===== src/rtl/bp_network_pkg.sv =====
// bp_network_pkg: shared widths, helpers and arbiter state encoding for the bp network blocks
package bp_network_pkg;

  typedef enum logic {e_arb_idle, e_arb_locked} bp_network_arb_state_e;

  function automatic int safe_clog2(input int n);
    return (n <= 1) ? 1 : $clog2(n);
  endfunction

  function automatic int flit_width(input int num_dest, input int num_src, input int packet_data_width);
    return packet_data_width + safe_clog2(num_dest) + safe_clog2(num_src);
  endfunction

endpackage


===== src/rtl/bp_network_rr_picker.sv =====
// bp_network_rr_picker: combinational rotate-priority picker, first request at or above rr_ptr wins
module bp_network_rr_picker
  import bp_network_pkg::*;
#(
  parameter int num_in_p = 4,
  localparam int iw_lp = safe_clog2(num_in_p)
) (
  input  logic [num_in_p-1:0] req,
  input  logic [iw_lp-1:0]    rr_ptr,
  output logic [num_in_p-1:0] grant,
  output logic [iw_lp-1:0]    idx,
  output logic                any_v
);

  // Scan from farthest to nearest so the request closest to rr_ptr is written last
  always_comb begin
    idx = '0;
    for (int k = num_in_p - 1; k >= 0; k--) begin
      int j;
      j = int'(rr_ptr) + k;
      if (j >= num_in_p) j = j - num_in_p;
      if (req[j]) idx = iw_lp'(j);
    end
  end

  assign any_v = |req;
  assign grant = any_v ? (num_in_p'(1) << idx) : '0;

endmodule


===== src/rtl/bp_network_flit_arbiter.sv =====
// bp_network_flit_arbiter: round-robin message arbiter feeding one deserializer port through a
// one-entry output register; reset_i is asynchronous and active-low
module bp_network_flit_arbiter
  import bp_network_pkg::*;
#(
  parameter int num_in_p            = 4,
  parameter int num_dest            = 4,
  parameter int num_src             = 4,
  parameter int packet_data_width_p = 8,
  parameter int num_packets_p       = 4,
  parameter int lock_p              = 1,
  localparam int flit_width_p = flit_width(num_dest, num_src, packet_data_width_p),
  localparam int iw_lp = safe_clog2(num_in_p),
  localparam int cw_lp = safe_clog2(num_packets_p)
) (
  input  logic                             clk_i,
  input  logic                             reset_i,
  input  logic [num_in_p-1:0]              v_i,
  input  logic [num_in_p*flit_width_p-1:0] data_i,
  output logic [num_in_p-1:0]              ready_o,
  output logic                             v_o,
  output logic [flit_width_p-1:0]          data_o,
  input  logic                             ready_i,
  output logic [iw_lp-1:0]                 grant_id_o,
  output logic                             locked_o
);

  localparam bit lock_en_lp = (lock_p != 0) && (num_packets_p > 1);

  bp_network_arb_state_e state, state_n;
  logic [iw_lp-1:0] rr_ptr, rr_ptr_n, owner, owner_n, win_idx, sel;
  logic [cw_lp-1:0] flit_cnt, flit_cnt_n;
  logic [num_in_p-1:0] win_grant;
  logic any_v, out_free, locked, xfer;

  function automatic logic [iw_lp-1:0] nxt(input logic [iw_lp-1:0] i);
    return (i == iw_lp'(num_in_p - 1)) ? '0 : i + 1'b1;
  endfunction

  bp_network_rr_picker #(.num_in_p(num_in_p)) picker (
    .req    (v_i),
    .rr_ptr (rr_ptr),
    .grant  (win_grant),
    .idx    (win_idx),
    .any_v  (any_v)
  );

  assign locked     = state == e_arb_locked;
  assign locked_o   = locked;
  assign grant_id_o = owner;
  assign out_free   = ~v_o | ready_i;
  assign sel        = locked ? owner : win_idx;
  // While locked the owner alone may transfer; other channels wait through any bubble
  assign ready_o = ~reset_i ? '0
                 : locked   ? ((v_i[owner] & out_free) ? (num_in_p'(1) << owner) : '0)
                 :            ((any_v & out_free) ? win_grant : '0);
  assign xfer = |(v_i & ready_o);

  always_comb begin
    state_n    = state;
    rr_ptr_n   = rr_ptr;
    owner_n    = owner;
    flit_cnt_n = flit_cnt;
    if (xfer && !locked) begin
      owner_n = win_idx;
      if (lock_en_lp) begin
        state_n    = e_arb_locked;
        flit_cnt_n = cw_lp'(1);
      end else rr_ptr_n = nxt(win_idx);
    end else if (xfer) begin
      if (flit_cnt == cw_lp'(num_packets_p - 1)) begin
        state_n    = e_arb_idle;
        flit_cnt_n = '0;
        rr_ptr_n   = nxt(owner);
      end else flit_cnt_n = flit_cnt + 1'b1;
    end
  end

  always_ff @(posedge clk_i or negedge reset_i) begin
    if (!reset_i) begin
      state    <= e_arb_idle;
      rr_ptr   <= '0;
      owner    <= '0;
      flit_cnt <= '0;
      v_o      <= 1'b0;
      data_o   <= '0;
    end else begin
      state    <= state_n;
      rr_ptr   <= rr_ptr_n;
      owner    <= owner_n;
      flit_cnt <= flit_cnt_n;
      if (xfer) begin
        v_o    <= 1'b1;
        data_o <= data_i[sel*flit_width_p +: flit_width_p];
      end else if (ready_i) v_o <= 1'b0;
    end
  end

endmodule


===== config.mk =====
export PLATFORM = sky130hd
export DESIGN_NAME = bp_network_flit_arbiter
export DESIGN_NICKNAME = d
export VERILOG_FILES = /design/src/rtl/bp_network_pkg.sv /design/src/rtl/bp_network_rr_picker.sv /design/src/rtl/bp_network_flit_arbiter.sv
export SDC_FILE = /design/constraint.sdc
export NUM_CORES = 1
export LEC_CHECK = 0
export ABC_AREA = 1
export ABC_CLOCK_PERIOD_IN_PS = 5700
export BUFFER_PORTS_ARGS = -buffer_cell sky130_fd_sc_hd__buf_2
export CORE_MARGIN = 8
export CORE_UTILIZATION = 30
export CTS_CLUSTER_DIAMETER = 60
export DETAILED_ROUTE_END_ITERATION = 16
export PLACE_DENSITY = 0.53
export RECOVER_POWER = 50
export SYNTH_ARGS = -nofsm -noshare
export SYNTH_HDL_FRONTEND = slang
export SYNTH_SLANG_ARGS = --single-unit

===== constraint.sdc =====
create_clock -name clk_i -period 5.7 [get_ports clk_i]
set_clock_uncertainty 0.2 [all_clocks]
set_input_delay 0.855 -clock clk_i [delete_from_list [all_inputs] [get_ports clk_i]]
set_output_delay 0.855 -clock clk_i [all_outputs]
set_load 0.01 [all_outputs]

==> impl_metrics.yaml <==
finish:
  stdcell_count: 393
  drive_gt1_frac: 0.330
  nets: 382
  postLayoutCellArea_sq_um: 2140
  syn_to_final_growth_pct: 25.7
  fin_util: 0.388
  multi_input_area_sq_um: 1040
  antennaDiodeCount: 0
  register_area_sq_um: 500
  fillCellCount: 624
clock_tree:
  cts_max_level: 1
  cts_buffers: 3
  clockBufferDepth: 2
  post_cts_buffers: 0
  clk_pin_slew_ns: 0.08
  holdBufCountCts: 0
  cts-resized-gates: 0
  clockRootBuffer: "clkbuf_8"
  cts.sinks: 20
  insertion_delay_ns: 0.26
  cts_tree: "built"
power:
  p_leak_nw: 1.13
  finalPower_mw: 1.14
  pwr_density_cell_nw_per_um2: 532
  max-vdd-ir-drop_uv: 211
timing:
  rsz0062_at_grt: "false"
  tns_ns: 0
  period_needed_ns: 3.46
  tightestPinTransition_ns: 1.27
  setup_viol: 0
  hold_viol: 0
  relSlewSlack: 0.150
  final_max_slew_viol_count: 0
  fmax_ghz: 0.289
  min_period_over_period: 0.608
synth:
  synth_compound_area_frac: 0.170
  synth_adder_area_share: 0.0368
  synth.distinct_cells: 27
  synth_top_family_by_area: "simple AND/OR/NAND/NOR gates"
  synth-simple-area-share: 0.407
  post_synth.cell_area_avg_sq_um: 6.75
  synth_top_cell_by_area: "dfrtp_1"
  netlist_area_sq_um: 1700
  syn_inst: 252
  synth_warnings: 0
  synth_seq_cells: 20
  synthDominantCellAreaShare: 0.294
  synthXorXnorAreaFrac: 0
  ys_seq_area_frac: 0.294
  synth_nets: 312
  synthMuxAreaShare: 0
  ys_top_cells_by_area: "dfrtp_1 29%, nand2_1 14%, o21ai_0 7.9%, nor2_1 7.1%, nand2_2 6.6%"
worst_setup_path:
  r2r_end: "data_o[11]"
  critPathLaunch: "reset_i"
  rrSetupSlack_ns: 2.88
  worst-setup-path-type: "in -> out"
  crit_path_end_kind: "output port"
  timing.rr.start: "rr_ptr[0]"
  worst-r2r-cell-count: 13
  cp.required_ns: 4.64
  worst_path_most_repeated_cell: "inv_1"
  cp.arrival_ns: 2.41
  critPathLaunchType: "primary input"
  cp_max_fo: 23
  slowest_stage: "clkbuf_1"
  path_cells: "clkbuf_1 -> inv_1 -> a21oi_2 -> nand2_2 -> inv_1 -> buf_2"
  crit_path_end: "ready_o[3]"
  cpPeakStageDelay_ns: 0.91
grt:
  grt_pass1_vias: 1858
  grt_remaining_overflow: 0
  grt.total_usage: 0.124
  grt_pass1_wl_mm: 8.72
  antenna_found_initial: 0
  grt_max_degree: 26
run:
  drv_cap: 0
routing:
  final_antenna_net_count: 0
  wl_per_cell_um: 13.0
  avgViaCountPerCell: 4.66
  vias: 1830
  drt_iter0_markers: 72
  wirelength_mm: 5.13
  drcViolationCount: 0
  drtPass1Iterations: 4
place:
  dp_cells: 389
  io_buffers: 74
  placed_area_sq_um: 2100
  gp_congestion: 0.890
  dp_hpwl_mm: 4.10
floorplan:
  die_w_um: 91.3
  dieArea_sq_um: 8340
  core_area_sq_um: 5510
  start_util: 0.309
  io_pins: 75
  die_h_um: 91.3
  rows: 27
run_status:
  status: "finished, final reports clean"
hold_path:
  hold_class: "reg -> reg"
## state kept, by name, summed over array words and instances (netlist names)
register    count
data_o         12
flit_cnt        2
grant_id_o      2
rr_ptr          2
locked_o        1
v_o             1
## through the flow
| step | hold WS (ns) | setup WS (ns) |
|---|---|---|
| after floorplan | 0.265 | 2.83 |
| after global placement | 0.260 | 2.53 |
| final | 0.283 | 2.24 |
| after detailed placement | 0.260 | 2.49 |
| after global routing | 0.304 | 1.93 |
| after CTS | 0.282 | 2.54 |
## cells by family after synthesis
logic type | Yosys count
buffers and inverters | 32
adder cells (fa/ha/maj) | 5
AO/OA/AOI/OAI | 49
AND/OR/NAND/NOR | 146
flip-flops | 20
## where the power goes
group          internal [mW]  switching [mW]  leakage (nW)  total (mW)
sequential             0.209          0.0676         0.250       0.277
combinational          0.265           0.486         0.848       0.751
clock                 0.0615          0.0496        0.0288       0.111
## layout by cell type (no fill, tap or decap), types with 2 or more instances in the layout
| master | netlist | routed |
|---|---|---|
| nand2_4 | 2 | 2 |
| nand2_1 | 65 | 65 |
| o21ai_0 | 27 | 27 |
| nand3_2 | 5 | 5 |
| a21oi_1 | 4 | 4 |
| inv_2 | 6 | 6 |
| ha_1 | 5 | 5 |
| nand3_1 | 14 | 14 |
| nand2_2 | 18 | 18 |
| clkbuf_1 | 0 | 11 |
| and2_1 | 3 | 3 |
| nor2_1 | 32 | 32 |
| dfrtp_1 | 20 | 20 |
| inv_1 | 14 | 14 |
| clkbuf_8 | 0 | 4 |
| nand4_1 | 3 | 3 |
| nor2_4 | 2 | 2 |
| o22ai_1 | 12 | 12 |
| o21ai_1 | 2 | 2 |
| buf_2 | 7 | 63 |
| o21ai_4 | 2 | 2 |
## critical path: cells and delay by family
kind	cells	cell delay, ns
buffers and inverters	4	1.27
and+or+nand+nor	1	0.09
AOI/OAI and AO/OA	1	0.18
## per-layer routing
| layer | track usage | routed length (um) |
|---|---|---|
| met1 | 0.141 | 2200 |
| met2 | 0.228 | 2690 |
| met3 | 0.0321 | 188 |
| met4 | 0.0232 | 48 |
| met5 | 0 | 0 |
## area by class of cell
class | instances | share of cell area
Clock buffer | 4 | 0.0257
Inverter | 22 | 0.0398
Multi-Input combinational cell | 200 | 0.488
Sequential cell | 20 | 0.234
Tap cell | 72 | 0.0421
Timing Repair Buffer | 75 | 0.170
## cell usage after synthesis
cell type and instances:
inv_1 14, a21oi_1 4, nand2_4 2, inv_2 6
nor2_1 32, nand2_1 65, dfrtp_1 20, nor2_2 1
o21ai_1 2, buf_8 1, o21bai_1 1, a21oi_2 1
nand3_2 5, nand3_1 14, inv_4 1, buf_2 7
and2_1 3, nand2_2 18, nor2_4 2, nand4_1 3
o21ai_0 27, o21ai_4 2, nor4_1 1, ha_1 5
buf_6 2, clkinv_1 1, o22ai_1 12
## how the worst min path moves through the flow
stage                      from           to  slack, ns  cells after the start
finish                data_o[2]    data_o[2]       0.28                      2
global route          data_o[4]    data_o[4]       0.30                      2
CTS                   data_o[4]    data_o[4]       0.28                      2
detailed placement    data_o[4]    data_o[4]       0.26                      2
global placement     data_o[10]   data_o[10]       0.26                      2
floorplan           flit_cnt[1]  flit_cnt[1]       0.27                      2
Note: power is estimated with default switching activity, not from simulation.
